### src/rtl/frame_buffer_arbiter.sv
// frame_buffer_arbiter: read-priority arbiter between a capture writer and a display reader
// sharing one single-port synchronous RAM, with a bounded write-starvation window.
module frame_buffer_arbiter #(
  parameter int AddrWidth = 20,
  parameter int DataWidth = 24,
  parameter int BufferSize = 24000,
  parameter int MaxReadBurst = 4,
  parameter logic [DataWidth-1:0] FillValue = 24'hFFFFFF
) (
  input  logic                 Clock,
  input  logic                 Reset,
  input  logic                 WrValid,
  input  logic [AddrWidth-1:0] WrAddr,
  input  logic [DataWidth-1:0] WrData,
  output logic                 WrReady,
  input  logic                 RdValid,
  input  logic [AddrWidth-1:0] RdAddr,
  output logic                 RdReady,
  output logic                 RdDataValid,
  output logic [DataWidth-1:0] RdData,
  output logic                 MemEn,
  output logic                 MemWE,
  output logic [AddrWidth-1:0] MemAddr,
  output logic [DataWidth-1:0] MemDIn,
  input  logic [DataWidth-1:0] MemDOut,
  output logic [15:0]          DropCount
);
  typedef enum logic {ARB_READ, ARB_WRITE} state_t;
  localparam logic [AddrWidth-1:0] Limit = AddrWidth'(BufferSize);
  localparam logic [2:0] MaxB = 3'(MaxReadBurst);
  state_t state;
  logic run, rd_blk, rd_in, wr_in;
  logic [2:0] rd_burst;
  logic p1_v, p1_o, p2_v, p2_o;
  always_comb begin
    rd_blk = WrValid && rd_burst == MaxB;
    rd_in = RdAddr < Limit;
    wr_in = WrAddr < Limit;
    RdReady = run && state == ARB_READ && RdValid && !rd_blk;
    WrReady = run && WrValid && (state == ARB_WRITE || !RdReady);
  end
  // run delays the first grant to the second edge after reset release
  always_ff @(posedge Clock or negedge Reset) begin
    if (!Reset) begin
      run <= 1'b0;
      state <= ARB_READ;
      rd_burst <= '0;
      MemEn <= 1'b0;
      MemWE <= 1'b0;
      MemAddr <= '0;
      MemDIn <= '0;
      p1_v <= 1'b0;
      p1_o <= 1'b0;
      p2_v <= 1'b0;
      p2_o <= 1'b0;
      RdDataValid <= 1'b0;
      RdData <= '0;
      DropCount <= '0;
    end else begin
      run <= 1'b1;
      state <= (state == ARB_READ && rd_blk && !WrReady) ? ARB_WRITE : ARB_READ;
      rd_burst <= (WrReady || !WrValid) ? '0 : (RdReady && rd_burst != MaxB) ? rd_burst + 3'd1 : rd_burst;
      MemEn <= (RdReady && rd_in) || (WrReady && wr_in);
      MemWE <= WrReady && wr_in;
      if (RdReady && rd_in) MemAddr <= RdAddr;
      else if (WrReady && wr_in) begin
        MemAddr <= WrAddr;
        MemDIn <= WrData;
      end
      // out-of-range reads ride the same pipeline so responses stay in grant order
      p1_v <= RdReady;
      p1_o <= !rd_in;
      p2_v <= p1_v;
      p2_o <= p1_o;
      RdDataValid <= p2_v;
      if (p2_v) RdData <= p2_o ? FillValue : MemDOut;
      if (WrReady && !wr_in && DropCount != 16'hFFFF) DropCount <= DropCount + 16'd1;
    end
  end
endmodule

### config.mk
export PLATFORM = sky130hd
export DESIGN_NAME = frame_buffer_arbiter
export DESIGN_NICKNAME = d
export VERILOG_FILES = /design/src/rtl/frame_buffer_arbiter.sv
export SDC_FILE = /design/constraint.sdc
export NUM_CORES = 1
export LEC_CHECK = 0
export ABC_AREA = 1
export BUFFER_PORTS_ARGS = -buffer_cell sky130_fd_sc_hd__buf_2
export CORE_ASPECT_RATIO = 0.5
export CORE_MARGIN = 2
export CORE_UTILIZATION = 52
export DETAILED_ROUTE_END_ITERATION = 7
export PLACE_DENSITY = 0.87
export SYNTH_ARGS = -nofsm -noshare
export SYNTH_HDL_FRONTEND = slang
export SYNTH_SLANG_ARGS = --single-unit
export TNS_END_PERCENT = 50
### constraint.sdc
create_clock -name Clock -period 3.51 [get_ports Clock]
set_input_delay 0.5265 -clock Clock [delete_from_list [all_inputs] [get_ports Clock]]
set_output_delay 0.5265 -clock Clock [all_outputs]
set_load 0.005 [all_outputs]
==> results.toml <==
[floorplan]
core-area_sq_um = 8140
placementRows = 23
io_pins = 181
die_h_um = 69.4
dieArea_sq_um = 9350
initial_core_util_pct = 54.6
die_w_um = 135

[power_and_ir_drop]
internal-power_mw = 2.01
pwr_density_cell_nw_per_um2 = 485
switching_share_pct = 26.6
power_frac_seq_pct = 49.4
power_leakage_nw = 3.28
switching_power_mw = 0.730
peakVddDrop_uv = 318
clockPowerShare_pct = 34.0
comb_power_share_pct = 16.6

[flow_run]
max-cap-violations = 0

[timing]
timing.slew.headroom_pct = 36.6
skew_ps = 6.28
finalCritPeriodShare_pct = 70.1
fmax_mhz = 406
hold_viol_final = 0
period_minus_slack_ps = 2460
setup_viol = 0
rsz0062_at_grt = "no"
maxSlewViolCount = 0
tns_ps = 0
worst_slew_pin_slew_ps = 951
hold_slack_ps = 338

[yosys]
ys_seq_elements = 96
synth_cell_types = 26
synth_cells = 548
synth_seq_area_share_pct = 54.1
yosys.area_share.adder_pct = 0.845
avgSynthCellArea_sq_um = 8.11
ys_warn_count = 0
muxShareOfSynthArea_pct = 0
synth_compound_area_share_pct = 3.49
synth_xor_area_share_pct = 2.36
syn_nets = 643
synth-simple-area-share_pct = 31.8
synth_top_family_by_area = "simple AND/OR/NAND/NOR gates"
netlist_area_sq_um = 4440

[detailed_routing]
drtAntennaViolNets = 0
via_per_inst = 5.03
route.detailed.drc = 0
wl_um = 11200
drt-initial-drc-count = 337
vias = 4212
wire_per_inst_um = 13.3
firstDrtPassIters = 5

[worst_setup_path]
crit_path_top_delay_cell = "nand2_2"
crit_chain = "inv_1, ha_1, nand2_1, nor2_2, nor2_4, nand3_1, nand2_2, nand3_1, nand2_1"
critical_path.max_stage_delay_ps = 520
r2r-end = "MemAddr[13]$_DFFE_PN0P_"
critPathKind = "flop to flop"
critPathArrivalTime_ps = 2730
ff2ff_path_depth = 9
worst_setup_path_end_kind = "flop"
critPathTopFamily = "simple AND/OR/NAND/NOR gates"
cp_num_buf_inv = 1
cp.required_ps = 3780
r2r_setup_slack_ps = 1050
critPathMaxFanout = 21
crit_path_start_kind = "flop"
r2r-start = "rd_burst[0]$_DFFE_PN0P_"

[global_route]
first_global_vias = 4015
grt_overflow = 0
grt_antenna_before_repair = 0
grt_start_max_net_pins = 79
grt_pass1_wl_um = 18700
grt_util_all_layers_pct = 24.8

[finish]
num_antenna_cells = 0
area_growth_pct = 27.3
fillCellCount = 649
utilization_pct = 69.4
final_common_cell = "nand2_1"
nets = 815
drive_gt1_share_pct = 28.4
layout_common_cells = "nand2_1, buf_2, dfrtp_1, inv_1, nand3_1"

[clocking]
numCtsBuffers = 9
insertion_delay_ps = 330
cts.repair.resized = 0
cts_setup_buffers = 0
cts.sinks = 96
clock_path_buffers = 2
clockRootBuffer = "clkbuf_16"
tritoncts = "done"
cts_max_level = 3
clk_pin_slew_worst_paths_ps = 60
cts_hold_buf = 0

[placement]
place_hpwl_um = 8010
port_buffers = 180
place_congestion = 0.887

[min_path]
hp-class = "input port to async pin"

[outcome]
outcome = "finished clean"
-- worst max-delay path by stage --
stage,startpoint,end,depth (start not counted)
global placement,RdAddr[19],MemAddr[4]$_DFFE_PN0P_,8
finish,rd_burst[0]$_DFFE_PN0P_,MemAddr[13]$_DFFE_PN0P_,9
detailed placement,RdAddr[19],MemAddr[12]$_DFFE_PN0P_,8
global route,rd_burst[0]$_DFFE_PN0P_,MemAddr[10]$_DFFE_PN0P_,9
floorplan,rd_burst[0]$_DFFE_PN0P_,RdReady,6
CTS,rd_burst[0]$_DFFE_PN0P_,MemAddr[13]$_DFFE_PN0P_,9
-- final cells by class --
type | instances | area [sq um] | share of cell area [%]
Clock buffer | 12 | 236 | 4.18
Clock inverter | 4 | 45.0 | 0.796
Inverter | 51 | 191 | 3.38
Multi-Input combinational cell | 379 | 1710 | 30.3
Sequential cell | 96 | 2400 | 42.5
Tap cell | 112 | 140 | 2.48
Timing Repair Buffer | 183 | 926 | 16.4
-- cells in the mapped netlist --
cell type	count	area (sq um)
nand2_1	224	841
conb_1	1	3.75
nor3_1	1	5.00
or2_0	1	6.26
xor2_1	4	35.0
inv_2	2	7.51
nand4_1	19	119
nand2_2	1	6.26
o21ai_0	31	155
nor2_2	2	12.5
xnor2_1	8	70.1
nor4_1	1	6.26
nand3_2	1	10.0
buf_6	5	56.3
nand3_4	1	17.5
nor2_1	29	109
nand3_1	48	240
nand3b_1	1	7.51
inv_1	49	184
nor2_4	2	22.5
dfrtp_1	96	2400
clkbuf_1	8	30.0
buf_4	2	15.0
ha_1	3	37.5
buf_2	7	35.0
nor3_2	1	10.0
-- metal layers --
metal,global-route usage [%],vias up,wire length [um]
met4,10.1,0,200
met2,39.8,173,5460
li1,-,2061,-
met3,4.90,21,699
met5,0,-,0
met1,33.2,1957,4800
-- logic make-up (layout without fill, tap and decap cells) --
family                     count (synthesis)  in the layout
DFF                                       96             96
buffers and inverters                     73            250
adders and majority gates                  3              3
AOI/OAI and AO/OA                         31             31
other                                      1              1
and+or+nand+nor                          332            332
xor gates and xnor gates                  12             12
-- through the flow --
step | std cells | area [sq um] | worst slack, ps | total power, mW
6_report | 837 | 5660 | 1050 | 2.74
2_1_floorplan | 548 | 4440 | 1890 | 1.56
3_3_place_gp | 821 | 5370 | 1080 | 1.81
3_5_place_dp | 821 | 5370 | 902 | 1.83
5_1_grt | 837 | 5660 | 788 | 2.89
4_1_cts | 837 | 5660 | 1080 | 2.77
-- worst reg2reg max path, stage by stage (launching register included) --
cell     delay [ps]
dfrtp_1         350
inv_1            70
ha_1            190
nand2_1          90
nor2_2           50
nor2_4          390
nand3_1         500
nand2_2         520
nand3_1         160
nand2_1          90
-- flip-flops by register name, indices dropped and copies added (netlist names) --
register and flops:
p2_o 1, MemAddr 20, RdDataValid 1, state 1, p2_v 1, MemEn 1, run 1, DropCount 16
p1_o 1, RdData 24, p1_v 1, MemWE 1, rd_burst 3, MemDIn 24
-- power groups by stage --
stage	clock (mW)	combinational, mW	sequential [mW]
after floorplan	0	0.194	1.37
final	0.932	0.455	1.35
after CTS	0.954	0.461	1.35
after global routing	0.998	0.520	1.37
after global placement	0	0.441	1.37
after detailed placement	0	0.461	1.37
(Power assumes the default switching activity.)
